<file path="config.mk">
export PLATFORM = sky130hd
export DESIGN_NAME = rally_referee
export DESIGN_NICKNAME = d
export VERILOG_FILES = /design/src/rtl/rally_referee.sv
export SDC_FILE = /design/constraint.sdc
export NUM_CORES = 1
export LEC_CHECK = 0
export ABC_AREA = 1
export ABC_CLOCK_PERIOD_IN_PS = 2500
export CAP_MARGIN = 20
export CORE_AREA = 2 2 94 78
export CTS_CLUSTER_DIAMETER = 30
export CTS_CLUSTER_SIZE = 28
export DETAILED_ROUTE_END_ITERATION = 16
export DIE_AREA = 0 0 96 80
export GPL_TIMING_DRIVEN = 0
export HOLD_SLACK_MARGIN = 0.06
export PLACE_DENSITY_LB_ADDON = 0.1
export SLEW_MARGIN = 5
export SYNTH_ARGS = -nofsm -noshare
export SYNTH_HDL_FRONTEND = slang
export SYNTH_SLANG_ARGS = --single-unit
</file>
<file path="constraint.sdc">
create_clock -name clk -period 2.5 [get_ports clk]
set_input_delay 0.75 -clock clk [delete_from_list [all_inputs] [get_ports clk]]
set_output_delay 0.75 -clock clk [all_outputs]
set_load 0.02 [all_outputs]
</file>
<file path="src/rtl/rally_referee.sv">
// Volleyball rules controller: touch counting, ground calls, scoring,
// post-point pause and end-of-game detection.
module rally_referee #(
   parameter int NET_X        = 512,
   parameter int WIN_SCORE    = 15,
   parameter int WIN_LEAD     = 2,
   parameter int MAX_TOUCH    = 3,
   parameter int PAUSE_CYCLES = 65000000
) (
   input  logic        clk,
   input  logic        rst,
   input  logic [11:0] ball_posx,
   input  logic [11:0] ball_posy,
   input  logic        pl1_col,
   input  logic        pl2_col,
   input  logic        gnd_col,
   input  logic        start,
   output logic [4:0]  score_player1,
   output logic [4:0]  score_player2,
   output logic        flag_point,
   output logic        serve_side,
   output logic        ball_respawn,
   output logic        endgame,
   output logic        winner
);

   localparam int CW = $clog2(PAUSE_CYCLES + 1);
   localparam int TW = $clog2(MAX_TOUCH + 1);
   localparam logic [CW-1:0] PAUSE_LOAD = CW'(PAUSE_CYCLES - 1);
   localparam logic [TW-1:0] TOUCH_MAX  = TW'(MAX_TOUCH);
   localparam logic [4:0]    SCORE_MAX  = 5'd31;

   typedef enum logic [1:0] {
      SERVE,
      RALLY,
      PAUSE,
      GAME_OVER
   } state_t;

   state_t          state;
   logic [CW-1:0]   pause_cnt;
   logic [TW-1:0]   touch_cnt;
   logic            last_side;

   logic pl1_q, pl2_q, start_q;
   logic pl1_e, pl2_e, start_e;
   logic gnd_r, left_r;

   logic touch_one, touch_side, same_side, fault;
   logic award, award_side;
   logic [4:0] win_pts, lose_pts;
   logic win;

   // Debug-only input; no rule looks at the vertical position.
   logic unused_posy;
   assign unused_posy = ^ball_posy;

   // Register previous levels and turn inputs into registered events.
   always_ff @(posedge clk) begin
      if (rst) begin
         pl1_q   <= 1'b0;
         pl2_q   <= 1'b0;
         start_q <= 1'b0;
         pl1_e   <= 1'b0;
         pl2_e   <= 1'b0;
         start_e <= 1'b0;
         gnd_r   <= 1'b0;
         left_r  <= 1'b0;
      end else begin
         pl1_q   <= pl1_col;
         pl2_q   <= pl2_col;
         start_q <= start;
         pl1_e   <= pl1_col & ~pl1_q;
         pl2_e   <= pl2_col & ~pl2_q;
         start_e <= start & ~start_q;
         gnd_r   <= gnd_col;
         left_r  <= (ball_posx < 12'(NET_X));
      end
   end

   // Decode touches, faults and the side that wins the current point.
   always_comb begin
      touch_one  = pl1_e ^ pl2_e;
      touch_side = pl2_e;
      same_side  = (touch_cnt != '0) && (touch_side == last_side);
      fault      = touch_one && same_side && (touch_cnt == TOUCH_MAX);
      award      = gnd_r || fault;
      award_side = gnd_r ? left_r : ~touch_side;
      win_pts    = serve_side ? score_player2 : score_player1;
      lose_pts   = serve_side ? score_player1 : score_player2;
      win        = ({1'b0, win_pts} >= 6'(WIN_SCORE)) &&
                   ({1'b0, win_pts} >= {1'b0, lose_pts} + 6'(WIN_LEAD));
   end

   // Game state machine with registered score and status outputs.
   always_ff @(posedge clk) begin
      if (rst) begin
         state         <= SERVE;
         pause_cnt     <= '0;
         touch_cnt     <= '0;
         last_side     <= 1'b0;
         score_player1 <= 5'd0;
         score_player2 <= 5'd0;
         flag_point    <= 1'b0;
         serve_side    <= 1'b0;
         ball_respawn  <= 1'b0;
         endgame       <= 1'b0;
         winner        <= 1'b0;
      end else begin
         flag_point   <= 1'b0;
         ball_respawn <= 1'b0;
         unique case (state)
            SERVE: begin
               if (start_e) begin
                  ball_respawn <= 1'b1;
                  touch_cnt    <= '0;
                  state        <= RALLY;
               end
            end
            RALLY: begin
               if (award) begin
                  if (award_side) begin
                     if (score_player2 != SCORE_MAX)
                        score_player2 <= score_player2 + 5'd1;
                  end else begin
                     if (score_player1 != SCORE_MAX)
                        score_player1 <= score_player1 + 5'd1;
                  end
                  flag_point <= 1'b1;
                  serve_side <= award_side;
                  pause_cnt  <= PAUSE_LOAD;
                  state      <= PAUSE;
               end else if (touch_one) begin
                  if (same_side) begin
                     touch_cnt <= touch_cnt + TW'(1);
                  end else begin
                     touch_cnt <= TW'(1);
                     last_side <= touch_side;
                  end
               end
            end
            PAUSE: begin
               if (pause_cnt == '0) begin
                  if (win) begin
                     endgame <= 1'b1;
                     winner  <= serve_side;
                     state   <= GAME_OVER;
                  end else begin
                     state <= SERVE;
                  end
               end else begin
                  pause_cnt <= pause_cnt - CW'(1);
               end
            end
            GAME_OVER: begin
               if (start_e) begin
                  score_player1 <= 5'd0;
                  score_player2 <= 5'd0;
                  endgame       <= 1'b0;
                  winner        <= 1'b0;
                  serve_side    <= 1'b0;
                  state         <= SERVE;
               end
            end
            default: state <= SERVE;
         endcase
      end
   end

endmodule

</file>
==> impl_summary.log <==
INFO  metric initial_utilization = 48.2%
INFO  metric max-cap-violations = 0
INFO  metric worst_ep_arrival_time = 2.46 ns
INFO  metric fillcell_total = 684
INFO  metric run_status = completed
INFO  metric detailedRoute.firstPassIterationCount = 4
INFO  metric pin_count_of_the_biggest_net_entering_global_routing = 18
INFO  metric grt_setup_unrepaired = no
INFO  metric dieWidth = between 90 and 100 um
INFO  metric clock.fmax = 452 MHz
INFO  metric finalCoreUtilization = 55.1%
INFO  metric power.density = 1430 mW/mm^2
INFO  metric startpoint_type = register
INFO  metric io_pins = 45
INFO  metric synth_cells = slightly below 500
INFO  metric grt_first_pass_wirelength = 13300 um
INFO  metric synth_warnings = 0
INFO  metric global_route.overflow_total = 0
INFO  metric fp.dieArea = 0.00768 sq mm
INFO  metric postSynth.asyncResetShare = 0%
INFO  metric end_kind = register
INFO  metric syn_nets = 540
INFO  metric hold_slack = 0.392 ns
INFO  metric timing.critical_path.fanout_max = 10
INFO  metric grt.total_usage = 22.1%
INFO  metric final_area = roughly 0.0037 sq mm
INFO  metric routabilityCongestion = slightly above 0.9
INFO  metric post-route-drc-count = 0
INFO  metric combinational_cell_fraction_of_total_power = 65.6%
INFO  metric core = 0.00672 sq mm
INFO  metric placedInstanceArea = 0.00357 sq mm
INFO  metric synth_top_area_share = about a third
INFO  metric cts_tree = built
INFO  metric antenna_cells = 0
INFO  metric syn-mean-instance-area = 6.53 sq um
INFO  metric ys_seq_area_share = 33.3%
INFO  metric cts_htree_levels = 2
INFO  metric criticalPathCategory = reg -> reg
INFO  metric clkTransAtPathRegs = 0.10 ns
INFO  metric ys_ff_latch = 54
INFO  metric dr_total_vias = approximately 3.2k
INFO  metric drive_above_1_share = just under 9%
INFO  metric routed_wl = just under 8000 um
INFO  metric number_of_nets_in_the_finished_design = 570
INFO  metric floorplan.die.height = 80 um
INFO  metric clock-skew-final = roughly 0.0062 ns
INFO  metric detail-route-antenna-nets = 0
INFO  metric vias_in_the_first_global_route = between 2k and 3k
INFO  metric cts.path.max_buffers = 2
INFO  metric worst_pin_slew = 0.654 ns
INFO  metric static_leak = ~1.6 nW
INFO  metric cts_buffers = 5
INFO  metric final.min_clock_period = 2.21 ns
INFO  metric pwr-share-seq = ~25%
INFO  metric switching_share = 52.1%
INFO  metric post_drt_via_cell_ratio = 5.15
INFO  metric antenna_found_initial = 0
INFO  metric post-synth-top-area-cell = sky130_fd_sc_hd__dfxtp_1
INFO  metric port-buffer-count = 22
INFO  metric synth_edf_count = 0
INFO  metric drt-initial-drc-count = 149
INFO  metric finalSetupViolCount = 0
INFO  metric clock-sinks = 54
INFO  metric num_rows = 27
INFO  metric timing.final.max_slew_violations = 0
INFO  metric synth_flop_cell = sky130_fd_sc_hd__dfxtp_1
INFO  metric min_path_type = reg -> reg
INFO  metric endpoints_failing_hold = 0
INFO  metric mappedNetlistArea = 0.00324 sq mm
INFO  metric layout-area-overhead-vs-synth = 14.2%
INFO  metric post-dp-hpwl = 5870 um
INFO  metric cts.root.buffer_cell = sky130_fd_sc_hd__clkbuf_8
INFO  metric hold_buffers = 0
INFO  metric peakVddDrop = 0.606 mV
INFO  metric power_frac_clock = under 10%
INFO  metric timing.max_slew.rel_slack = 56.4%
INFO  metric final_period_utilization = about nine tenths
INFO  metric clk-insertion-delay-late = 0.32 ns
INFO  metric netlist_top_cells_area = sky130_fd_sc_hd__dfxtp_1 33%, sky130_fd_sc_hd__nand2_1 16%, sky130_fd_sc_hd__nor2_1 9.7%
INFO  metric switching_power = 2.77 mW
INFO  metric crit_required = ~2.7 ns
INFO  metric internal-power = ~2.5 mW
INFO  metric yosysUniqueCellTypes = 32
INFO  metric routedWlPerCell = 12.9 um
power by group through the flow:
| stage | Sequential [mW] | Clock (mW) | Combinational (mW) |
|---|---|---|---|
| after floorplan | 1.31 | 0 | 2.65 |
| after global placement | 1.33 | 0 | 3.31 |
| after detailed placement | 1.33 | 0 | 3.35 |
| after CTS | 1.31 | 0.509 | 3.40 |
| after global routing | 1.36 | 0.542 | 3.91 |
| final | 1.32 | 0.504 | 3.49 |
sequential cells by signal, indices dropped and copies added, names as in the netlist:
register	count
left_r	1
pl1_q	1
score_player2	5
state	2
pl2_e	1
ball_respawn	1
serve_side	1
score_player1	5
gnd_r	1
touch_cnt	2
pl2_q	1
winner	1
endgame	1
last_side	1
pl1_e	1
pause_cnt	26
start_e	1
start_q	1
flag_point	1
synthesized netlist by cell type (3+ instances only):
library cell,n
sky130_fd_sc_hd__a21oi_1,33
sky130_fd_sc_hd__nand2_1,137
sky130_fd_sc_hd__nand2_2,4
sky130_fd_sc_hd__buf_2,3
sky130_fd_sc_hd__nor2_2,4
sky130_fd_sc_hd__ha_1,13
sky130_fd_sc_hd__xor2_1,10
sky130_fd_sc_hd__nor3_1,5
sky130_fd_sc_hd__nand3_1,26
sky130_fd_sc_hd__xnor2_1,13
sky130_fd_sc_hd__a21oi_2,10
sky130_fd_sc_hd__nand4_1,3
sky130_fd_sc_hd__clkbuf_1,5
sky130_fd_sc_hd__o21ai_0,26
sky130_fd_sc_hd__nor2_1,84
sky130_fd_sc_hd__dfxtp_1,54
sky130_fd_sc_hd__inv_1,47
final cells by class:
| class | count | area, sq um | area share, % |
|---|---|---|---|
| well taps | 87 | 109 | 2.94 |
| repair buffers | 23 | 228 | 6.15 |
| inverters | 50 | 189 | 5.10 |
| multi-input cells | 381 | 1930 | 52.1 |
| clock buffers | 5 | 68.8 | 1.86 |
| clock inverters | 3 | 21.3 | 0.574 |
| plain buffers | 12 | 77.6 | 2.09 |
| flip-flops and latches | 54 | 1080 | 29.2 |
logic make-up (layout without fill, tap and decap cells):
family          Yosys count  after routing  synth area share [%]
flops                    54             54                  33.3
compound gates           74             74                  13.2
xor+xnor                 23             23                  6.21
fa+ha+maj                13             13                  5.02
buf+inv                  62             93                  7.83
simple gates            271            271                  34.5
worst paths after layout:
kind	startpoint	to	slack [ns]	cells after the start
hold / removal	pl1_q	pl1_e	0.39	1
setup reg to reg	serve_side	endgame	0.29	16
hold reg to reg	pl1_q	pl1_e	0.39	1
setup / recovery	serve_side	endgame	0.29	16
repair_timing:
action,4_1_cts,5_1_grt
pin swaps,0,2
endpoints found under the setup margin,2,4
resized for setup,1,14
setup buffers,0,1
cells in the final DEF (no fill, tap or decap), types with 7 or more instances in the layout:
| cell type | netlist | final |
|---|---|---|
| sky130_fd_sc_hd__a21oi_1 | 33 | 33 |
| sky130_fd_sc_hd__a21oi_2 | 10 | 10 |
| sky130_fd_sc_hd__clkdlybuf4s50_1 | 0 | 22 |
| sky130_fd_sc_hd__dfxtp_1 | 54 | 53 |
| sky130_fd_sc_hd__ha_1 | 13 | 12 |
| sky130_fd_sc_hd__inv_1 | 47 | 47 |
| sky130_fd_sc_hd__nand2_1 | 137 | 134 |
| sky130_fd_sc_hd__nand2_2 | 4 | 7 |
| sky130_fd_sc_hd__nand3_1 | 26 | 26 |
| sky130_fd_sc_hd__nor2_1 | 84 | 84 |
| sky130_fd_sc_hd__o21ai_0 | 26 | 24 |
| sky130_fd_sc_hd__xnor2_1 | 13 | 13 |
| sky130_fd_sc_hd__xor2_1 | 10 | 10 |
layer usage:
metal / vias to the layer above / part of all wire, % / global-route usage (%)
li1: 1634 / - / -
met1: 1443 / 53 / 32.7
met2: 85 / 42 / 32.7
met3: 7 / 4.8 / 3.49
met4: 0 / 0.96 / 6.14
met5: - / 0 / 0
critical path, stage by stage, from the launching register on:
cell and delay [ns]:
sky130_fd_sc_hd__dfxtp_2 0.34, sky130_fd_sc_hd__buf_6 0.13, sky130_fd_sc_hd__buf_6 0.13, sky130_fd_sc_hd__nand2_1 0.09, sky130_fd_sc_hd__o21ai_4 0.08, sky130_fd_sc_hd__ha_2 0.20, sky130_fd_sc_hd__xnor2_1 0.13, sky130_fd_sc_hd__ha_1 0.32
sky130_fd_sc_hd__a21oi_1 0.13, sky130_fd_sc_hd__nand2_1 0.07, sky130_fd_sc_hd__nand2_1 0.05, sky130_fd_sc_hd__nand2_1 0.06, sky130_fd_sc_hd__nand2_2 0.10, sky130_fd_sc_hd__nand2_2 0.07, sky130_fd_sc_hd__nand2_2 0.09, sky130_fd_sc_hd__nand2_1 0.05
sky130_fd_sc_hd__a21oi_1 0.10
metrics by stage:
step                total power [mW]  setup TNS [ns]  setup WS [ns]  cells
CTS                             5.22               0         0.0368    614
finish                          5.31               0          0.286    615
detailed placement              4.68         -0.0644        -0.0337    606
global placement                4.64         -0.0415        -0.0210    606
global route                    5.81               0         0.0156    615
floorplan                       3.95               0          0.209    497
Note: power is estimated with default switching activity, not from simulation.
